===== config.mk =====
export PLATFORM = sky130hd
export DESIGN_NAME = h14tx_timings_detect
export DESIGN_NICKNAME = d
export VERILOG_FILES = /design/src/rtl/h14tx_timings_detect.sv
export SDC_FILE = /design/constraint.sdc
export NUM_CORES = 1
export LEC_CHECK = 0
export CAP_MARGIN = 25
export CELL_PAD_IN_SITES_DETAIL_PLACEMENT = 2
export CELL_PAD_IN_SITES_GLOBAL_PLACEMENT = 2
export CORE_ASPECT_RATIO = 1.25
export CORE_MARGIN = 2
export CORE_UTILIZATION = 32
export CTS_CLUSTER_DIAMETER = 80
export DETAILED_ROUTE_END_ITERATION = 7
export PLACE_DENSITY_LB_ADDON = 0.1
export SLEW_MARGIN = 20
export SYNTH_ARGS = -nofsm -noshare
export SYNTH_HDL_FRONTEND = slang
export SYNTH_SLANG_ARGS = --single-unit

===== constraint.sdc =====
create_clock -name clk -period 4.35 [get_ports clk]
set_input_delay 0.435 -clock clk [delete_from_list [all_inputs] [get_ports clk]]
set_output_delay 0.435 -clock clk [all_outputs]
set_load 0.05 [all_outputs]

===== src/rtl/h14tx_timings_detect.sv =====
// Sink-side video timing detector: measures hsync/vsync/de geometry, locks on stable frames, regenerates x/y.
// Optional TIMING_DET_POLARITY_EN adds automatic sync polarity detection (hsync_pol/vsync_pol outputs).
module h14tx_timings_detect #(
    parameter int BitWidth   = 12,
    parameter int BitHeight  = 12,
    parameter int LockFrames = 2
) (
    input  logic                 clk,
    input  logic                 rst,
    input  logic                 hsync,
    input  logic                 vsync,
    input  logic                 de,
    output logic [BitWidth-1:0]  x,
    output logic [BitHeight-1:0] y,
    output logic                 de_o,
    output logic [BitWidth-1:0]  h_total,
    output logic [BitWidth-1:0]  h_active,
    output logic [BitHeight-1:0] v_total,
    output logic [BitHeight-1:0] v_active,
    output logic                 locked,
    output logic                 lock_lost
`ifdef TIMING_DET_POLARITY_EN
    ,
    output logic                 hsync_pol,
    output logic                 vsync_pol
`endif
);
    typedef enum logic [1:0] {SEARCH, MEASURE, VERIFY, LOCKED} state_t;

    localparam logic [BitWidth-1:0]  HMax      = {BitWidth{1'b1}};
    localparam logic [BitHeight-1:0] VMax      = {BitHeight{1'b1}};
    localparam logic [3:0]           MatchNeed = 4'(LockFrames - 1);

    state_t               state_q, state_d;
    logic                 hs_q, vs_q, de_q, hs_p_q, hs_p_d, vs_p_q, vs_p_d, de_p_q;
    logic [BitWidth-1:0]  hcnt_q, hcnt_d, hde_q, hde_d, ref_htot_q, ref_htot_d, ref_hact_q, ref_hact_d;
    logic                 line_de_q, line_de_d, ref_valid_q, ref_valid_d;
    logic                 ref_hact_valid_q, ref_hact_valid_d, bad_q, bad_d;
    logic [BitHeight-1:0] vcnt_q, vcnt_d, vact_cnt_q, vact_cnt_d;
    logic [3:0]           match_q, match_d;
    logic [BitWidth-1:0]  st_htot_q, st_htot_d, st_hact_q, st_hact_d;
    logic [BitHeight-1:0] st_vtot_q, st_vtot_d, st_vact_q, st_vact_d;
    logic [BitWidth-1:0]  h_total_q, h_total_d, h_active_q, h_active_d, x_q, x_d, x_n;
    logic [BitHeight-1:0] v_total_q, v_total_d, v_active_q, v_active_d, y_q, y_d, y_n;
    logic                 locked_q, locked_d, lock_lost_q, lock_lost_d, de_o_q, de_o_d;

    logic                 hs_eff, vs_eff, line_ev, frame_ev, de_rise, de_fall;
    logic                 line_bad, frame_bad, set_match, pol_chg, sat, publish;
    logic [BitWidth-1:0]  line_htot, cand_htot, cand_hact;
    logic [BitHeight-1:0] cand_vtot, cand_vact;

`ifdef TIMING_DET_POLARITY_EN
    localparam int PW = BitWidth + BitHeight;
    logic          hpol_q, hpol_d, vpol_q, vpol_d;
    logic [PW-1:0] hhi_q, hhi_d, hlo_q, hlo_d;
    logic [BitHeight-1:0] vhi_q, vhi_d, vlo_q, vlo_d;

    assign hs_eff    = hs_q ^ hpol_q;
    assign vs_eff    = vs_q ^ vpol_q;
    assign hsync_pol = hpol_q;
    assign vsync_pol = vpol_q;

    // The level occupying the larger share of the frame is the inactive one.
    always_comb begin
        hpol_d = hpol_q;
        vpol_d = vpol_q;
        hhi_d  = hs_q ? hhi_q + 1'b1 : hhi_q;
        hlo_d  = hs_q ? hlo_q : hlo_q + 1'b1;
        vhi_d  = (line_ev && vs_q)  ? vhi_q + 1'b1 : vhi_q;
        vlo_d  = (line_ev && !vs_q) ? vlo_q + 1'b1 : vlo_q;
        if (frame_ev) begin
            hpol_d = hhi_q > hlo_q;
            vpol_d = vhi_q > vlo_q;
            hhi_d  = '0;
            hlo_d  = '0;
            vhi_d  = '0;
            vlo_d  = '0;
        end
        pol_chg = frame_ev && ((hpol_d != hpol_q) || (vpol_d != vpol_q));
    end

    always_ff @(posedge clk) begin
        if (rst) begin
            hpol_q <= 1'b0;
            vpol_q <= 1'b0;
            hhi_q  <= '0;
            hlo_q  <= '0;
            vhi_q  <= '0;
            vlo_q  <= '0;
        end else begin
            hpol_q <= hpol_d;
            vpol_q <= vpol_d;
            hhi_q  <= hhi_d;
            hlo_q  <= hlo_d;
            vhi_q  <= vhi_d;
            vlo_q  <= vlo_d;
        end
    end
`else
    assign hs_eff  = hs_q;
    assign vs_eff  = vs_q;
    assign pol_chg = 1'b0;
`endif

    assign hs_p_d   = hs_eff;
    assign vs_p_d   = vs_eff;
    assign line_ev  = hs_eff & ~hs_p_q;
    assign frame_ev = vs_eff & ~vs_p_q;
    assign de_rise  = de_q & ~de_p_q;
    assign de_fall  = ~de_q & de_p_q;

    assign line_htot = hcnt_q + 1'b1;
    assign line_bad  = (line_htot != ref_htot_q) || (line_de_q && ref_hact_valid_q && (hde_q != ref_hact_q));
    // A line event coinciding with the frame event closes the last line of the ending frame.
    assign frame_bad = bad_q || (line_ev && ref_valid_q && line_bad);
    assign cand_htot = ref_valid_q ? ref_htot_q : line_htot;
    assign cand_hact = ref_hact_valid_q ? ref_hact_q : ((line_ev && line_de_q) ? hde_q : '0);
    assign cand_vtot = vcnt_q + BitHeight'(line_ev);
    assign cand_vact = vact_cnt_q + BitHeight'(line_ev && line_de_q);
    assign set_match = (cand_htot == st_htot_q) && (cand_hact == st_hact_q) &&
                       (cand_vtot == st_vtot_q) && (cand_vact == st_vact_q);
    assign sat       = ((hcnt_q == HMax) && !line_ev) || ((vcnt_q == VMax) && !frame_ev);

    always_comb begin
        state_d = state_q;  hcnt_d = hcnt_q;  hde_d = hde_q;  line_de_d = line_de_q;
        vcnt_d = vcnt_q;  vact_cnt_d = vact_cnt_q;  ref_valid_d = ref_valid_q;  ref_htot_d = ref_htot_q;
        ref_hact_valid_d = ref_hact_valid_q;  ref_hact_d = ref_hact_q;  bad_d = bad_q;  match_d = match_q;
        st_htot_d = st_htot_q;  st_hact_d = st_hact_q;  st_vtot_d = st_vtot_q;  st_vact_d = st_vact_q;
        h_total_d = h_total_q;  h_active_d = h_active_q;  v_total_d = v_total_q;  v_active_d = v_active_q;
        locked_d = locked_q;  lock_lost_d = 1'b0;  publish = 1'b0;

        if (line_ev) begin
            hcnt_d    = '0;
            hde_d     = BitWidth'(de_q);
            line_de_d = de_q;
            if (vcnt_q != VMax) vcnt_d = vcnt_q + 1'b1;
            if (line_de_q && (vact_cnt_q != VMax)) vact_cnt_d = vact_cnt_q + 1'b1;
            if (!ref_valid_q) begin
                ref_valid_d = 1'b1;
                ref_htot_d  = line_htot;
            end else if (line_bad) begin
                bad_d = 1'b1;
            end
            if (line_de_q && !ref_hact_valid_q) begin
                ref_hact_valid_d = 1'b1;
                ref_hact_d       = hde_q;
            end
        end else begin
            if (hcnt_q != HMax) hcnt_d = hcnt_q + 1'b1;
            if (de_q && (hde_q != HMax)) hde_d = hde_q + 1'b1;
            line_de_d = line_de_q | de_q;
        end
        if (frame_ev) begin
            vcnt_d = '0;  vact_cnt_d = '0;  ref_valid_d = 1'b0;  ref_hact_valid_d = 1'b0;  bad_d = 1'b0;
        end

        case (state_q)
            SEARCH:  if (frame_ev) state_d = MEASURE;
            MEASURE: if (frame_ev && !frame_bad) begin
                st_htot_d = cand_htot;  st_hact_d = cand_hact;  st_vtot_d = cand_vtot;  st_vact_d = cand_vact;
                match_d   = '0;
                if (MatchNeed == 4'd0) publish = 1'b1;
                else                   state_d = VERIFY;
            end
            VERIFY:  if (frame_ev) begin
                if (frame_bad || !set_match) begin
                    st_htot_d = cand_htot;  st_hact_d = cand_hact;  st_vtot_d = cand_vtot;  st_vact_d = cand_vact;
                    match_d   = '0;
                end else if ((match_q + 4'd1) >= MatchNeed) begin
                    publish = 1'b1;
                end else begin
                    match_d = match_q + 4'd1;
                end
            end
            LOCKED:  if (frame_ev && (frame_bad || !set_match || pol_chg)) begin
                state_d     = MEASURE;
                locked_d    = 1'b0;
                lock_lost_d = 1'b1;
            end
            default: state_d = SEARCH;
        endcase

        if (publish) begin
            state_d   = LOCKED;  locked_d   = 1'b1;
            h_total_d = cand_htot;  h_active_d = cand_hact;  v_total_d = cand_vtot;  v_active_d = cand_vact;
        end
        // A saturated counter means a sync has disappeared; drop straight back to searching.
        if (sat) begin
            state_d     = SEARCH;
            locked_d    = 1'b0;
            lock_lost_d = locked_q;
        end

        y_n = y_q;
        if (frame_ev)     y_n = '0;
        else if (de_fall) y_n = y_q + 1'b1;
        x_n = x_q;
        if (de_rise)      x_n = '0;
        else if (de_q)    x_n = x_q + 1'b1;
        x_d    = locked_d ? x_n : '0;
        y_d    = locked_d ? y_n : '0;
        de_o_d = locked_d & de_q;
    end

    always_ff @(posedge clk) begin
        if (rst) begin
            state_q <= SEARCH;  hs_q <= 1'b0;  vs_q <= 1'b0;  de_q <= 1'b0;
            hs_p_q <= 1'b0;  vs_p_q <= 1'b0;  de_p_q <= 1'b0;
            hcnt_q <= '0;  hde_q <= '0;  line_de_q <= 1'b0;  vcnt_q <= '0;  vact_cnt_q <= '0;
            ref_valid_q <= 1'b0;  ref_htot_q <= '0;  ref_hact_valid_q <= 1'b0;  ref_hact_q <= '0;
            bad_q <= 1'b0;  match_q <= '0;
            st_htot_q <= '0;  st_hact_q <= '0;  st_vtot_q <= '0;  st_vact_q <= '0;
            h_total_q <= '0;  h_active_q <= '0;  v_total_q <= '0;  v_active_q <= '0;
            locked_q <= 1'b0;  lock_lost_q <= 1'b0;  x_q <= '0;  y_q <= '0;  de_o_q <= 1'b0;
        end else begin
            state_q <= state_d;  hs_q <= hsync;  vs_q <= vsync;  de_q <= de;
            hs_p_q <= hs_p_d;  vs_p_q <= vs_p_d;  de_p_q <= de_q;
            hcnt_q <= hcnt_d;  hde_q <= hde_d;  line_de_q <= line_de_d;  vcnt_q <= vcnt_d;  vact_cnt_q <= vact_cnt_d;
            ref_valid_q <= ref_valid_d;  ref_htot_q <= ref_htot_d;
            ref_hact_valid_q <= ref_hact_valid_d;  ref_hact_q <= ref_hact_d;
            bad_q <= bad_d;  match_q <= match_d;
            st_htot_q <= st_htot_d;  st_hact_q <= st_hact_d;  st_vtot_q <= st_vtot_d;  st_vact_q <= st_vact_d;
            h_total_q <= h_total_d;  h_active_q <= h_active_d;  v_total_q <= v_total_d;  v_active_q <= v_active_d;
            locked_q <= locked_d;  lock_lost_q <= lock_lost_d;  x_q <= x_d;  y_q <= y_d;  de_o_q <= de_o_d;
        end
    end

    assign x         = x_q;
    assign y         = y_q;
    assign de_o      = de_o_q;
    assign h_total   = h_total_q;
    assign h_active  = h_active_q;
    assign v_total   = v_total_q;
    assign v_active  = v_active_q;
    assign locked    = locked_q;
    assign lock_lost = lock_lost_q;
endmodule

==> results of run 1 <==
cell families after synthesis:
group           after synthesis  share of synthesized area, %
xor+xnor                    131                         11.36
buf+inv                     141                         5.396
flops                       211                         39.86
simple gates                479                         21.88
compound gates              257                         15.36
mux                          49                         4.640
fa+ha+maj                    13                         1.511
metrics by stage:
| step | instances | worst slack (ns) | hold slack [ns] | area [sq um] |
|---|---|---|---|---|
| after floorplan | 1281 | 0.006533 | 0.4085 | 10600 |
| after global placement | 1767 | 0.09071 | 0.4219 | 12230 |
| after detailed placement | 1767 | -0.02240 | 0.4276 | 12230 |
| after CTS | 1812 | 0.01096 | 0.3648 | 13130 |
| after global routing | 1822 | -0.02700 | 0.3984 | 13510 |
| final | 1822 | 0.1058 | 0.3716 | 13510 |
per-layer routing:
| metal | vias to the layer above | track usage [%] |
|---|---|---|
| li1 | 4667 | - |
| met1 | 4963 | 27.70 |
| met3 | 54 | 2.536 |
| met4 | 0 | 6.302 |
| met2 | 136 | 38.87 |
| met5 | - | 0 |
synth_stat cells, types with 4 or more instances:
cell       instances
a211oi_1          21
a21oi_1           95
a22oi_1           12
a31oi_1            9
and2_0             8
and2_1             5
and3_1            13
and4_1             4
buf_2             16
clkbuf_1          68
dfxtp_1          211
ha_1              12
inv_1             49
mux2i_1           48
nand2_1          105
nand2b_1          11
nand3_1           39
nand4_1           29
nor2_1           144
nor2b_1           13
nor3_1            56
nor4_1            12
o2111ai_1          6
o211ai_1           4
o21a_1             8
o21ai_0           52
o221ai_1           4
o311a_1           12
or3_1             13
or4_1              5
xnor2_1           68
xor2_1            59
layout by cell type (no fill, tap or decap), drive strengths merged, types with 13 or more instances in the layout:
cell,synthesis,routed
and3,13,13
xor2,59,59
a21oi,95,95
xnor2,68,68
inv,49,49
nor2b,13,13
or3,13,13
nand2,106,106
o21ai,53,53
clkbuf,68,42
nor3,56,56
mux2i,48,48
nor2,144,144
nand3,39,39
clkdlybuf4s50,0,78
and2,13,13
buf,22,86
dfxtp,211,211
a211oi,21,21
nand4,30,30
final cells by class:
class / count / area (sq um)
clock buffers: 37 / 700.7
flip-flops and latches: 211 / 4228
inverters: 51 / 193.9
well taps: 418 / 523.0
repair buffers: 169 / 1703
clock inverters: 7 / 160.2
multi-input cells: 929 / 5997
fillers: 3620 / 19180
final timing paths:
check,startpoint,end,slack (ns)
worst min-delay path,rst,h_active[11]$_SDFFE_PP0P_,0.37
worst min register to register,match_q[2]$_SDFFE_PP0P_,match_q[2]$_SDFFE_PP0P_,0.45
worst max register to register,hs_p_q$_SDFF_PP0_,h_total[3]$_SDFFE_PP0P_,0.11
worst max-delay path,hs_p_q$_SDFF_PP0_,h_total[3]$_SDFFE_PP0P_,0.11
critical path, stage by stage, from the launching register on:
cell	delay, ns
dfxtp_2	0.33
nand2b_4	0.13
inv_4	0.04
buf_6	0.12
ha_4	0.17
ha_4	0.16
nand3_4	0.10
o22ai_4	0.07
a311o_1	0.34
or4_1	0.45
or4_1	0.47
or4_4	0.53
or4_4	0.57
clkbuf_16	0.20
buf_12	0.15
or2_1	0.22
a21oi_1	0.13
power by group through the flow:
stage	clock, mW	combinational [mW]	sequential (mW)
after global placement	0	0.280	2.03
after global routing	2.39	0.324	1.99
after detailed placement	0	0.284	2.03
after CTS	2.32	0.287	1.99
after floorplan	0	0.170	2.02
final	2.26	0.296	1.99
repair_timing:
action,in CTS,in global routing
cloned,1,5
pin swaps,1,11
setup buffers,0,5
gates resized for setup,5,49
endpoints found under the setup margin,21,112
==> reports/qor.yml, run 1 <==
critical_path:
  crit_type: "reg2reg"
  ff2ff_path_depth: 16
  worstPathMaxFanout: 6
  crit_arrival_ns: 4.71
  required_ns: 4.82
  cp-end-kind: "flip-flop"
  setup.worst_path.start_class: "flip-flop"
run_status:
  outcome: "completed"
drt:
  wl_um: 38770
  vias: 9820
  route.met3.wl_um: 1204
  met1_length_um: 17250
  met2_length_um: 19280
  viasPerCell: 5.390
  wl_per_cell_um: 21.28
  dr.first_iter.drc_count: 375
  drt_pass1_iterations: 5
  ant_nets: 0
  highest_layer: "met4"
  drc: 0
logic_synthesis:
  ys_ff_latch: 211
  avgSynthCellArea_sq_um: 8.273
  yosys.area.top_type: "dfxtp_1"
  synth-main-ff-cell: "dfxtp_1"
  synthesis.area_sq_mm: 0.01060
  yosysUniqueCellTypes: 74
  ys_seq_area_share_pct: 39.86
  yosys_warnings: 0
  synthCells: 1281
  async_reset_ff_share_pct: 0
  synth-edff-count: 0
  synth.area.top_cells: "dfxtp_1 (40%), xnor2_1 (5.6%), nor2_1 (5.1%)"
  synth_fp_nets: 1298
  yosys.area.top_type_share_pct: 39.86
clock_tree:
  insertion_delay_ns: 0.54
  clockRootBuffer: "clkbuf_16"
  cts.clk_slew.worst_paths_ns: 0.06
  clock-sinks: 211
  cts_max_level: 1
  hold_buffers: 0
  cts_made_buffers: 24
  cts_tree: "built"
  clock_path_buffers: 3
place:
  dp_hpwl_um: 27490
  port_buffers: 79
  gp_congestion: 0.8241
pwr:
  p_sw_mw: 1.063
  power_frac_comb_pct: 6.5
  p_leak_nw: 5.265
  irDropWorstVdd_mv: 0.2433
  power.density_mw_per_mm2: 336.2
  p_total_mw: 4.541
  seqPwrFrac_pct: 43.8
  p_int_mw: 3.478
  pwr-share-clk_pct: 49.7
  switching_share_pct: 23.42
sta:
  max_freq_mhz: 235.6
  period_needed_ns: 4.244
  tightest_slew_ns: 0.8115
  finalMaxSlewViolations: 0
  finalSetupViolCount: 0
  period_share_pct: 97.57
  final_hold_viol_count: 0
  fin_worst_skew_ns: 0.01099
  rsz0062_at_grt: "true"
  finalSetupTns_ns: 0
  max-slew-margin-rel_pct: 45.54
floorplanning:
  io_pins: 80
  fp.dieW_um: 166.8
  core-area_sq_mm: 0.03268
  start_util_pct: 32.42
  die_area_sq_mm: 0.03460
  row_count: 74
  die_h_um: 207.5
global_routing:
  grt_overflow: 0
  grt_max_degree: 69
  antenna_found_initial: 0
  grt_first_pass_wirelength_um: 60090
  first_global_vias: 10370
  grt.total_usage_pct: 21.83
min_path:
  holdPathStages: 2
  hold_class: "in2reg"
layout:
  syn2layout_area_growth_pct: 27.44
  n_antenna_cell: 0
  drive_gt1_share_pct: 12.11
  fin_nets: 1403
  post-route-util_pct: 41.32
job:
  cap_violations: 0
No activity file was read; power rests on OpenSTA's default activity.
==> run 2: changes to the inputs <==
- PLACE_DENSITY_LB_ADDON: 0.1 -> 0.3
==> run 2 against run 1 <==
Wire length is 2.3% higher; via count grew 0.48%; combinational power shrank 2%; final cell count shrank 0.60%; design area shrank 0.99%; worst setup slack worse by 0.035 ns; worst hold slack lost 0.059 ns.
==> reports/qor.yml, run 2 (synthesis results as in run 1) <==
run_status:
  outcome: "completed"
layout:
  finalNonFillerCells: 1811
  drive_gt1_share_pct: 11.70
  layout_common_cells: "dfxtp_1 (209), nor2_1 (143), nand2_1 (104)"
  n_antenna_cell: 0
  fin_nets: 1392
  fin_area_sq_mm: 0.01337
  final_common_cell: "dfxtp_1"
  syn2layout_area_growth_pct: 26.17
  post-route-util_pct: 40.91
critical_path:
  crit_arrival_ns: 4.65
  cp-end-kind: "flip-flop"
  crit_family: "simple AND/OR/NAND/NOR gates"
  crit_type: "reg2reg"
  max_stage_delay_ns: 0.62
  critPathBufInv: 4
  worstPathMaxFanout: 10
  required_ns: 4.72
  setup.worst_path.start_class: "flip-flop"
  crit_slowest_cell: "or4_4"
  cp_cell_sequence: "nand2b_4, inv_1, nand2_2, inv_2, ha_4, buf_4, a32o_1, a311o_1, or4_1, or4_1, or4_4, or4_4, buf_12, mux2i_1, nor2_1"
sta:
  finalSetupTns_ns: 0
  period_needed_ns: 4.279
  tightest_slew_ns: 1.004
  period_share_pct: 98.37
  hold_slack_ns: 0.3125
  finalSetupViolCount: 0
  fin_worst_skew_ns: 0.01201
  finalMaxSlewViolations: 0
  max_freq_mhz: 233.7
  final_hold_viol_count: 0
  max-slew-margin-rel_pct: 33.06
drt:
  ant_nets: 0
  drt_pass1_iterations: 4
  viasPerCell: 5.448
  dr.first_iter.drc_count: 389
  wl_um: 39680
  wl_per_cell_um: 21.91
  vias: 9867
  drc: 0
clock_tree:
  clockRootBuffer: "clkbuf_16"
  cts_tree: "built"
  clock_path_buffers: 3
  cts.clk_slew.worst_paths_ns: 0.06
  insertion_delay_ns: 0.54
  cts_made_buffers: 25
  cts_max_level: 1
  clock-sinks: 211
global_routing:
  grt_overflow: 0
  grt_first_pass_wirelength_um: 61020
  grt_use_met1_pct: 27.08
  use_met3_pct: 2.593
  use_met2_pct: 39.73
  top_usage_layer: "met2"
  grt.total_usage_pct: 21.96
  first_global_vias: 10560
  antenna_found_initial: 0
  grt_max_degree: 79
place:
  dp_hpwl_um: 27420
  port_buffers: 79
  place_area_sq_mm: 0.01221
  gp_congestion: 0.8691
  dp.cells: 1759
floorplanning:
  io_pins: 80
  die_h_um: 207.5
  row_count: 74
  start_util_pct: 32.42
  core-area_sq_mm: 0.03268
  fp.dieW_um: 166.8
  die_area_sq_mm: 0.03460
job:
  cap_violations: 0
pwr:
  irDropWorstVdd_mv: 0.3062
  power.density_mw_per_mm2: 339.5
  p_leak_nw: 5.187
min_path:
  hold_class: "in2reg"
[run 2: final timing paths]
check / from / end / slack [ns] / depth (start not counted)
max reg2reg: hs_p_q$_SDFF_PP0_ / v_total[1]$_SDFFE_PP0P_ / 0.07 / 15
min: rst / ref_htot_q[11]$_SDFFE_PP0N_ / 0.31 / 2
max: hs_p_q$_SDFF_PP0_ / v_total[1]$_SDFFE_PP0P_ / 0.07 / 15
min reg2reg: match_q[2]$_SDFFE_PP0P_ / match_q[2]$_SDFFE_PP0P_ / 0.44 / 2
[run 2: power by group]
group / switching, mW / internal [mW]
registers: 0.0298 / 1.96
logic: 0.181 / 0.109
clock network: 0.884 / 1.38
total: 1.09 / 3.45
[run 2: layout make-up]
cell class	count	area, sq um
Inverter	51	191.4
Sequential cell	211	4227
Timing Repair Buffer	156	1584
Fill cell	3663	19310
Multi-Input combinational cell	930	5972
Tap cell	418	523.0
Clock buffer	34	709.4
Clock inverter	11	165.2
[run 2: timing repair]
action                                  CTS  global route
hold buffers                              0             0
endpoints found under the setup margin   33           103
gates cloned                              1             5
resized for setup                         5            31
setup buffers                             0             1
pin swaps                                 1             5
[run 2: stage by stage]
step	setup WS (ns)	power (mW)
final	0.07099	4.540
after global routing	-0.06464	4.701
after CTS	0.02043	4.594
after detailed placement	-0.04372	2.311
after global placement	0.07457	2.297
after floorplan	0.006533	2.188
[run 2: routing by layer]
| metal | up-vias | part of all wire (%) |
|---|---|---|
| met5 | - | 0 |
| met3 | 60 | 3.4 |
| met4 | 0 | 2.8 |
| met2 | 172 | 51 |
| met1 | 4976 | 42 |
| li1 | 4659 | - |
